$ cat src/rtl/hilo_div_unit_pkg.sv
// Shared definitions for the HI/LO divider: FSM state encodings.
package hilo_div_unit_pkg;

  typedef logic [1:0] div_state_t;

  localparam div_state_t DIV_IDLE = 2'd0;
  localparam div_state_t DIV_BUSY = 2'd1;
  localparam div_state_t DIV_DONE = 2'd2;

endpackage

$ cat src/rtl/hilo_div_unit_if.sv
// EXE-stage request/response bundle for the divider; master = pipeline, slave = divider.
interface hilo_div_unit_if #(
  parameter int DATA_W = 32
);

  logic                  start_i;
  logic                  signed_i;
  logic [DATA_W-1:0]     dividend_i;
  logic [DATA_W-1:0]     divisor_i;
  logic                  cancel_i;
  logic                  stall_o;
  logic                  busy_o;
  logic                  done_o;
  logic [2*DATA_W-1:0]   hilo_o;

  modport master (
    output start_i, signed_i, dividend_i, divisor_i, cancel_i,
    input  stall_o, busy_o, done_o, hilo_o
  );

  modport slave (
    input  start_i, signed_i, dividend_i, divisor_i, cancel_i,
    output stall_o, busy_o, done_o, hilo_o
  );

endinterface

$ cat src/rtl/hilo_div_unit_div_step.sv
// One restoring-division step: shifts the next dividend bit into the partial
// remainder and records one quotient bit, MSB first.
module hilo_div_unit_div_step #(
  parameter int DATA_W = 32
) (
  input  logic [DATA_W-1:0] rem_i,
  input  logic [DATA_W-1:0] quot_i,
  input  logic [DATA_W-1:0] divisor_i,
  output logic [DATA_W-1:0] rem_o,
  output logic [DATA_W-1:0] quot_o
);

  logic [DATA_W:0] shifted;
  logic [DATA_W:0] diff;

  // rem_i < divisor_i always holds, so diff's top bit is a clean borrow flag
  always_comb begin
    shifted = {rem_i, quot_i[DATA_W-1]};
    diff    = shifted - {1'b0, divisor_i};
    if (!diff[DATA_W]) begin
      rem_o  = diff[DATA_W-1:0];
      quot_o = {quot_i[DATA_W-2:0], 1'b1};
    end else begin
      rem_o  = shifted[DATA_W-1:0];
      quot_o = {quot_i[DATA_W-2:0], 1'b0};
    end
  end

endmodule

$ cat src/rtl/hilo_div_unit.sv
// Multi-cycle DIV/DIVU unit: divides magnitudes one bit per cycle and applies
// sign fix-up on the way into the HI (remainder) / LO (quotient) result register.
module hilo_div_unit
  import hilo_div_unit_pkg::*;
#(
  parameter  int DATA_W = 32,
  localparam int CNT_W  = $clog2(DATA_W + 1)
) (
  input  logic            clk,
  input  logic            rst,
  hilo_div_unit_if.slave  bus
);

  div_state_t           state_q, state_d;
  logic [CNT_W-1:0]     cnt_q, cnt_d;
  logic [DATA_W-1:0]    rem_q, rem_d;
  logic [DATA_W-1:0]    quot_q, quot_d;
  logic [DATA_W-1:0]    dvsr_q, dvsr_d;
  logic                 neg_quot_q, neg_quot_d;
  logic                 neg_rem_q, neg_rem_d;
  logic [2*DATA_W-1:0]  hilo_q, hilo_d;
  logic [DATA_W-1:0]    step_rem, step_quot;
  logic                 start_ok;
  logic                 dvd_neg, dvs_neg;

  function automatic logic [DATA_W-1:0] cond_neg(input logic [DATA_W-1:0] v,
                                                 input logic neg);
    return neg ? -v : v;
  endfunction

  hilo_div_unit_div_step #(.DATA_W(DATA_W)) u_step (
    .rem_i     (rem_q),
    .quot_i    (quot_q),
    .divisor_i (dvsr_q),
    .rem_o     (step_rem),
    .quot_o    (step_quot)
  );

  assign start_ok = bus.start_i & ~bus.cancel_i;
  assign dvd_neg  = bus.signed_i & bus.dividend_i[DATA_W-1];
  assign dvs_neg  = bus.signed_i & bus.divisor_i[DATA_W-1];

  always_comb begin
    state_d    = state_q;
    cnt_d      = cnt_q;
    rem_d      = rem_q;
    quot_d     = quot_q;
    dvsr_d     = dvsr_q;
    neg_quot_d = neg_quot_q;
    neg_rem_d  = neg_rem_q;
    hilo_d     = hilo_q;
    case (state_q)
      DIV_IDLE: begin
        if (start_ok) begin
          if (bus.divisor_i == '0) begin
            state_d = DIV_DONE;
            hilo_d  = {bus.dividend_i, {DATA_W{1'b1}}};
          end else begin
            state_d    = DIV_BUSY;
            cnt_d      = '0;
            rem_d      = '0;
            quot_d     = cond_neg(bus.dividend_i, dvd_neg);
            dvsr_d     = cond_neg(bus.divisor_i, dvs_neg);
            neg_quot_d = dvd_neg ^ dvs_neg;
            neg_rem_d  = dvd_neg;
          end
        end
      end
      DIV_BUSY: begin
        if (bus.cancel_i) begin
          state_d = DIV_IDLE;
        end else begin
          rem_d  = step_rem;
          quot_d = step_quot;
          cnt_d  = cnt_q + CNT_W'(1);
          // Last bit: the step outputs are the final magnitudes
          if (cnt_q == CNT_W'(DATA_W - 1)) begin
            state_d = DIV_DONE;
            hilo_d  = {cond_neg(step_rem, neg_rem_q), cond_neg(step_quot, neg_quot_q)};
          end
        end
      end
      DIV_DONE: state_d = DIV_IDLE;
      default:  state_d = DIV_IDLE;
    endcase
  end

  always_ff @(posedge clk) begin
    if (rst) begin
      state_q    <= DIV_IDLE;
      cnt_q      <= '0;
      neg_quot_q <= 1'b0;
      neg_rem_q  <= 1'b0;
      hilo_q     <= '0;
    end else begin
      state_q    <= state_d;
      cnt_q      <= cnt_d;
      neg_quot_q <= neg_quot_d;
      neg_rem_q  <= neg_rem_d;
      hilo_q     <= hilo_d;
    end
  end

  // Working registers are always (re)loaded on start, so they need no reset
  always_ff @(posedge clk) begin
    rem_q  <= rem_d;
    quot_q <= quot_d;
    dvsr_q <= dvsr_d;
  end

  assign bus.busy_o  = (state_q == DIV_BUSY);
  assign bus.done_o  = (state_q == DIV_DONE);
  assign bus.stall_o = ((state_q == DIV_IDLE) & start_ok) | (state_q == DIV_BUSY);
  assign bus.hilo_o  = hilo_q;

endmodule

$ cat src/flat_wrapper.sv
// flat-port wrapper written by rule: the top's interface ports become plain ports
module hilo_div_unit_flat import hilo_div_unit_pkg::*;
#(
  parameter  int DATA_W = 32,
  localparam int CNT_W  = $clog2(DATA_W + 1)
)
  (clk, rst, bus_start_i, bus_signed_i, bus_dividend_i, bus_divisor_i, bus_cancel_i, bus_stall_o, bus_busy_o, bus_done_o, bus_hilo_o);
  hilo_div_unit_if #(.DATA_W(DATA_W)) bus_i ();
  input  logic clk;
  input  logic rst;
  input wire logic [$bits(bus_i.start_i)-1:0] bus_start_i;
  input wire logic [$bits(bus_i.signed_i)-1:0] bus_signed_i;
  input wire logic [$bits(bus_i.dividend_i)-1:0] bus_dividend_i;
  input wire logic [$bits(bus_i.divisor_i)-1:0] bus_divisor_i;
  input wire logic [$bits(bus_i.cancel_i)-1:0] bus_cancel_i;
  output wire logic [$bits(bus_i.stall_o)-1:0] bus_stall_o;
  output wire logic [$bits(bus_i.busy_o)-1:0] bus_busy_o;
  output wire logic [$bits(bus_i.done_o)-1:0] bus_done_o;
  output wire logic [$bits(bus_i.hilo_o)-1:0] bus_hilo_o;
  assign bus_i.start_i = bus_start_i;
  assign bus_i.signed_i = bus_signed_i;
  assign bus_i.dividend_i = bus_dividend_i;
  assign bus_i.divisor_i = bus_divisor_i;
  assign bus_i.cancel_i = bus_cancel_i;
  assign bus_stall_o = bus_i.stall_o;
  assign bus_busy_o = bus_i.busy_o;
  assign bus_done_o = bus_i.done_o;
  assign bus_hilo_o = bus_i.hilo_o;
  hilo_div_unit #(.DATA_W(DATA_W)) u_core (.clk(clk), .rst(rst), .bus(bus_i));
endmodule
$ cat config.mk
export PLATFORM = sky130hd
export DESIGN_NAME = hilo_div_unit_flat
export DESIGN_NICKNAME = d
export VERILOG_FILES = /design/src/rtl/hilo_div_unit_pkg.sv /design/src/rtl/hilo_div_unit_if.sv /design/src/rtl/hilo_div_unit_div_step.sv /design/src/rtl/hilo_div_unit.sv /design/src/flat_wrapper.sv
export SDC_FILE = /design/constraint.sdc
export NUM_CORES = 1
export LEC_CHECK = 0
export ABC_AREA = 1
export BUFFER_PORTS_ARGS = -buffer_cell sky130_fd_sc_hd__buf_2
export CORE_ASPECT_RATIO = 0.7
export CORE_UTILIZATION = 25
export DETAILED_ROUTE_END_ITERATION = 8
export HOLD_SLACK_MARGIN = 0.05
export MAX_ROUTING_LAYER = met4
export PLACE_DENSITY = 0.4
export REMOVE_ABC_BUFFERS = 1
export SLEW_MARGIN = 20
export SYNTH_ARGS = -nofsm -noshare
export SYNTH_HDL_FRONTEND = slang
export SYNTH_SLANG_ARGS = --single-unit
$ cat constraint.sdc
create_clock -name clk -period 9.23 [get_ports clk]
set_input_delay 1.846 -clock clk [delete_from_list [all_inputs] [get_ports clk]]
set_output_delay 1.846 -clock clk [all_outputs]
set_load 0.01 [all_outputs]
==> results of run 1 <==
-- critical path, stage by stage --
cell,delay (ns)
buf_2,0.10
inv_1,0.08
ha_1,0.17
nand3_1,0.14
nor2_1,0.12
nand3_1,0.12
nor4_2,0.39
nand4_1,0.24
nor2_1,0.27
nand2_1,0.19
o21ai_1,0.32
nand2_2,0.26
inv_2,0.51
buf_4,0.45
o311ai_0,0.20
a21oi_1,0.14
-- report_power, final --
group	leakage [nW]	total, mW	switching [mW]	internal [mW]
clock network	0.294	0.777	0.356	0.421
logic	4.62	0.540	0.372	0.168
registers	1.51	0.877	0.0288	0.849
-- cells in the final DEF, fill, tap and decap left out, types with 11 or more instances in the layout --
cell	synthesis	layout
nand2_1	418	416
inv_1	247	247
nor2_1	198	196
buf_2	3	135
a21oi_1	109	108
nand3_1	106	106
edfxtp_1	96	96
o21ai_0	87	87
dfxtp_1	74	74
ha_1	37	37
xor2_1	36	36
nor3_1	34	34
nand2_2	30	31
nand4_1	29	29
o211ai_1	28	28
xnor2_1	22	22
clkbuf_16	0	18
nor2_2	16	17
nand3b_1	17	17
a31oi_1	16	16
o21bai_1	13	13
buf_4	0	13
nand2_4	10	11
-- per-stage QoR --
stage	util (%)	setup WS (ns)
4_1_cts	29.3	3.98
5_1_grt	29.4	3.67
3_3_place_gp	28.1	3.58
2_1_floorplan	-	2.17
3_5_place_dp	28.1	3.50
6_report	29.4	4.00
-- path summary, 6_finish.rpt --
| kind | slack, ns | to | from |
|---|---|---|---|
| setup / recovery | 4.00 | u_core.bus.hilo_o[38]$_SDFFE_PP0P_ | bus_divisor_i[1] |
| hold reg to reg | 0.46 | u_core.bus.hilo_o[21]$_SDFFE_PP0P_ | u_core.bus.hilo_o[21]$_SDFFE_PP0P_ |
| setup reg to reg | 4.16 | u_core.bus.hilo_o[28]$_SDFFE_PP0P_ | u_core.quot_q[31]$_DFFE_PP_ |
| hold / removal | 0.46 | u_core.bus.hilo_o[21]$_SDFFE_PP0P_ | u_core.bus.hilo_o[21]$_SDFFE_PP0P_ |
-- kinds of logic after synthesis --
kind of cell | Yosys count | share of synthesized area [%]
adders and majority gates | 38 | 3.86
DFF | 170 | 34.9
and+or+nand+nor | 891 | 31.9
AOI/OAI and AO/OA | 316 | 15.3
buffers and inverters | 316 | 9.97
xor gates and xnor gates | 58 | 4.06
-- state kept, by name (all words and copies together) (netlist names) --
| register | cells |
|---|---|
| u_core.cnt_q | 6 |
| u_core.rem_q | 32 |
| u_core.state_q | 2 |
| u_core.neg_rem_q | 1 |
| u_core.dvsr_q | 32 |
| u_core.neg_quot_q | 1 |
| u_core.quot_q | 32 |
| u_core.bus.hilo_o | 64 |
-- final cells by class --
cell class / count / area [µm²]
diodes: 2 / 5.00
clock buffers: 18 / 450
clock inverters: 14 / 155
fillers: 5556 / 34900
inverters: 257 / 965
multi-input cells: 1303 / 6930
flip-flops and latches: 170 / 4360
well taps: 665 / 832
repair buffers: 149 / 793
-- layer usage --
metal | GRT usage [%] | part of all wire (%)
met1 | 26.3 | 53
met3 | 2.98 | 4.9
met2 | 25.7 | 41
met5 | - | 0
met4 | 3.02 | 0.77
==> impl_results.md, run 1 <==
* Status: finished, final reports clean
* Non-filler cells, final at 2578
* CTS buffer count at 17
* Routability-driven placement congestion ratio at 0.862
* Max-slew violations at 0
* WP data required at 9.61 ns
* Sequential area share after synthesis at 34.9%
* Post-synth top area cell: edfxtp_1
* Largest net degree at the start of global routing at 64
* Hold path depth at 2
* Unrepaired setup endpoints after global routing: false
* Core area at 0.0493 mm²
* Commonest cells in the netlist: 418 x nand2_1, 247 x inv_1, 198 x nor2_1
* Post-synth EDFFs at 96
* Root Driver: clkbuf_16
* Worst vdd ir at 98.4 µV
* Final net count at 2005
* FFs w/ async S/R, synth at 0%
* Endpoints failing setup at 0
* Die width at 269 µm
* Worst slew margin at 40.8%
* Most frequent cell after synthesis: nand2_1
* Worst Hold Slack at 0.463 ns
* Post-route cell area at 0.0145 mm²
* Worst min path class: reg2reg
* Detail Route Antenna Nets at 0
* Placed inst area at 0.0139 mm²
* Yosys warns at 0
* CP endpoint kind: register
* First DRT Iteration DRCs at 1086
* Total grt overflow at 0
* R2R cell count at 28
* CTS clk-pin slew, worst paths at 0.08 ns
* Post-Route Skew at 0.0136 ns
* Clock sink count at 170
* H-tree depth at 4
* IO buf count at 135
* Synth cell types at 61
* Die area at 0.0509 mm²
* P_leak at 6.43 nW
* Setup crit start kind: input pin
* DRC viols at 0
* Synth Flop Type: edfxtp_1
* Top post-synthesis cells by area: edfxtp_1 23%, nand2_1 13%, dfxtp_1 12%
* Min cycle time layout at 5.23 ns
* Syn Inst Count at 1789
* Core Rows at 68
* Vias in the first global route at 11700
* Crit path DAT at 5.61 ns
* Detailed Route WL at 44400 µm
* Post-DP HPWL at 34900 µm
* Total Power at 2.19 mW
* DP Cell Count at 2543
* CTS tree: yes
* Total number of vias at 12100
* Max Fclk at 0.191 GHz
* Final period utilization at 56.6%
* #FFs+latches synth at 170
* Share of cells above drive strength 1 at 15.1%
* Die height at 189 µm
* Crit path kind: in2reg
* Area Growth Syn to Fin at 15.9%
* Worst-Margin Slew at 0.886 ns
* Final hold violation count at 0
* Post-CTS Resized at 0
* Initial antenna violation count at 3
* Hold Buf Count CTS at 0
* Top cell type's share of synthesized area at 23.1%
* Pwr/cell area at 151 mW/mm²
* Setup bufs post-CTS at 0
* Num ports at 136
* Drt pass-1 iters at 5
* Worst-skew pair later-pin latency at 0.45 ns
* Largest fanout on the critical path at 33
* Wire per inst at 17.2 µm
* Area of the mapped netlist at 0.0125 mm²
* Mean Syn Cell Area at 6.99 µm²
* Vias per Instance at 4.71
* Maxcap violations at 0
* Aggregate global-route resource usage at 17.9%
* Clock Path Buffers at 2
* First-pass GRT wire length at 68600 µm
* TNS Setup at 0 ns
* Starting Density at 25.3%
Note: power is estimated with default switching activity, not from simulation.
==> inputs of run 2 (changes only) <==
==> constraint.sdc (replaced) <==
create_clock -name clk -period 5.1 [get_ports clk]
set_input_delay 1.02 -clock clk [delete_from_list [all_inputs] [get_ports clk]]
set_output_delay 1.02 -clock clk [all_outputs]
set_load 0.01 [all_outputs]
==> impl_results.md, run 2 (same netlist as run 1, synthesis figures left out) <==
* Clock Path Buffers at 2 (unchanged)
* Clock power share at 34.7% (-0.7 points)
* Setup crit start kind: register
* Min-delay src: u_core.bus.hilo_o[31]$_SDFFE_PP0P_
* Post-DP HPWL at 35400 µm (+1.3%)
* Vias per Instance at 4.73 (+0.54%)
* Fin util at 29.4% (about the same)
* Largest net degree at the start of global routing at 73 (+14%)
* Detail Route Antenna Nets at 0 (unchanged)
* Vias in the first global route at 11800 (+0.71%)
* Setup bufs post-CTS at 0 (unchanged)
* Core area at 0.0493 mm² (unchanged)
* Min cycle time layout at 4.49 ns
* Die height at 189 µm (unchanged)
* Status: finished, final reports clean
* Root Driver: clkbuf_16
* Max reg flops at 64 (unchanged)
* Hold path depth at 2 (unchanged)
* Maxcap violations at 0 (unchanged)
* Core Rows at 68 (unchanged)
* Sequential power share at 40.2% (+0.2 points)
* First-pass GRT wire length at 69300 µm (+1.1%)
* Area Growth Syn to Fin at 15.8% (about the same)
* Final hold violation count at 0 (unchanged)
* Crit path kind: reg2reg
* Worst min path class: reg2reg
* CTS clk-pin slew, worst paths at 0.07 ns (about the same)
* Initial antenna violation count at 2 (-1)
* Hold endpoint: u_core.bus.hilo_o[31]$_SDFFE_PP0P_
* Unrepaired setup endpoints after global routing: false
* Final net count at 2008 (+0.15%)
* H-tree depth at 4 (unchanged)
* First DRT Iteration DRCs at 942 (-13%)
* Crit path DAT at 4.88 ns (-0.73 ns)
* Share of cells above drive strength 1 at 15.1% (-0.024 points)
* Aggregate global-route resource usage at 18.2% (+0.26 points)
* P_leak at 6.44 nW (+0.15%)
* Max-slew violations at 0 (unchanged)
* Worst Slack Setup Final at 0.607 ns (-3.40 ns)
* Pwr/cell area at 272 mW/mm² (+80%)
* Worst-Margin Slew at 0.810 ns (-0.0766 ns)
* Routability-driven placement congestion ratio at 0.906 (+5.0%)
* Hold Buf Count CTS at 0 (unchanged)
* CTS tree: yes
* Reg-to-Reg End: u_core.bus.hilo_o[28]$_SDFFE_PP0P_
* Worst stage delay on the critical path at 0.43 ns (-0.08 ns)
* Worst path slowest cell: edfxtp_1
* Most frequent cells in the layout: 416 x nand2_1, 247 x inv_1, 196 x nor2_1, 135 x buf_2, 108 x a21oi_1
* Filler cell count at 5507 (-0.88%)
* P_int at 2.59 mW (+80%)
* Num ports at 136 (unchanged)
* CP endpoint kind: register
* Most common cell after layout, fill and taps aside: nand2_1
* Detailed Route WL at 45000 µm (+1.2%)
* Clock sink count at 170 (unchanged)
* Wire per inst at 17.4 µm (+1.1%)
* DRC viols at 0 (unchanged)
* Die area at 0.0509 mm² (unchanged)
* Reg2Reg Setup Slack at 0.61 ns (-3.55 ns)
* Worst vdd ir at 182 µV (+85%)
* Worst slew margin at 45.9% (+5.0 points)
* IO buf count at 135 (unchanged)
* Comb power frac at 25.1% (+0.5 points)
* Worst Hold Slack at 0.464 ns (+0.000499 ns)
* WP data required at 5.49 ns (-4.12 ns)
* Final period utilization at 88.1%
* Largest fanout on the critical path at 4 (-88%)
* Sw Ratio at 34.3% (-0.23 points)
* P_sw at 1.35 mW (+78%)
* Place WS at 0.643 ns (-2.85 ns)
* Die width at 269 µm (unchanged)
* Endpoints failing setup at 0 (unchanged)
* Drt pass-1 iters at 5 (unchanged)
* Total grt overflow at 0 (unchanged)
* Starting Density at 25.3% (unchanged)
* R2R cell count at 28 (unchanged)
* Post-CTS Resized at 0 (unchanged)
* Total number of vias at 12200 (+0.62%)
* Worst r2r src: u_core.quot_q[31]$_DFFE_PP_
* TNS Setup at 0 ns (unchanged)
* Post-Route Skew at 0.0118 ns (-0.00187 ns)
* Most frequent CP cell: inv_1
* Worst-skew pair later-pin latency at 0.46 ns (about the same)
* CTS buffer count at 17 (unchanged)
* Max Fclk at 0.223 GHz
[run 2: cell count changes in the layout (fill, tap and decap cells not counted), sizes merged]
cell / before / now
clkinvlp: 2 / 1
diode: 2 / 1
inv: 263 / 260
clkbuf: 18 / 21
buf: 149 / 152
clkinv: 4 / 5
[run 2: cell type report]
| cell class | instances | area (µm²) | share of cell area [%] |
|---|---|---|---|
| Multi-Input combinational cell | 1303 | 6930 | 47.8 |
| Sequential cell | 170 | 4360 | 30.1 |
| Clock inverter | 11 | 119 | 0.821 |
| Antenna cell | 1 | 2.50 | 0.0173 |
| Clock buffer | 21 | 462 | 3.19 |
| Tap cell | 665 | 832 | 5.74 |
| Inverter | 257 | 965 | 6.66 |
| Timing Repair Buffer | 152 | 816 | 5.63 |
[run 2: power by group through the flow]
stage / sequential [mW] / clock [mW] / combinational [mW]
3_3_place_gp: 1.62 / 0 / 0.984
4_1_cts: 1.59 / 1.40 / 0.989
3_5_place_dp: 1.62 / 0 / 0.983
6_report: 1.59 / 1.37 / 0.988
2_1_floorplan: 1.61 / 0 / 0.661
5_1_grt: 1.59 / 1.45 / 1.11
[run 2: worst max-delay path: cells and delay by family, from the launching register on]
kind / cells / cell delay (ns)
buffers and inverters: 5 / 0.40
AO/OA/AOI/OAI: 3 / 0.46
adder cells (fa/ha/maj): 3 / 0.69
XOR/XNOR: 1 / 0.18
flip-flops: 1 / 0.43
AND/OR/NAND/NOR: 16 / 2.24
[run 2: worst max path at each step]
stage / from / end / slack, ns / cells past startpoint
global route: u_core.quot_q[31]$_DFFE_PP_ / u_core.bus.hilo_o[28]$_SDFFE_PP0P_ / 0.07 / 28
CTS: u_core.quot_q[31]$_DFFE_PP_ / u_core.bus.hilo_o[28]$_SDFFE_PP0P_ / 0.61 / 28
finish: u_core.quot_q[31]$_DFFE_PP_ / u_core.bus.hilo_o[28]$_SDFFE_PP0P_ / 0.61 / 28
global placement: bus_divisor_i[0] / u_core.bus.hilo_o[9]$_SDFFE_PP0P_ / 0.71 / 16
floorplan: u_core.state_q[1]$_SDFFE_PP0P_ / u_core.cnt_q[0]$_SDFFE_PP0P_ / -1.75 / 8
detailed placement: u_core.quot_q[31]$_DFFE_PP_ / u_core.bus.hilo_o[28]$_SDFFE_PP0P_ / 0.64 / 28
[run 2: metal layers]
metal / track usage (%) / share of wire (%) / up-vias
met5: - / 0 / -
met4: 3.45 / 1.0 / 0
met3: 3.47 / 5.8 / 29
met2: 25.7 / 40 / 310
met1: 26.6 / 53 / 5733
li1: - / - / 6139
[run 2: metrics by stage]
stage / area [µm²] / power, mW / std cells
floorplan: 12200 / 2.27 / 1730
global placement: 13900 / 2.60 / 2547
detailed placement: 13900 / 2.60 / 2547
CTS: 14500 / 3.98 / 2579
global route: 14500 / 4.15 / 2580
finish: 14500 / 3.94 / 2580
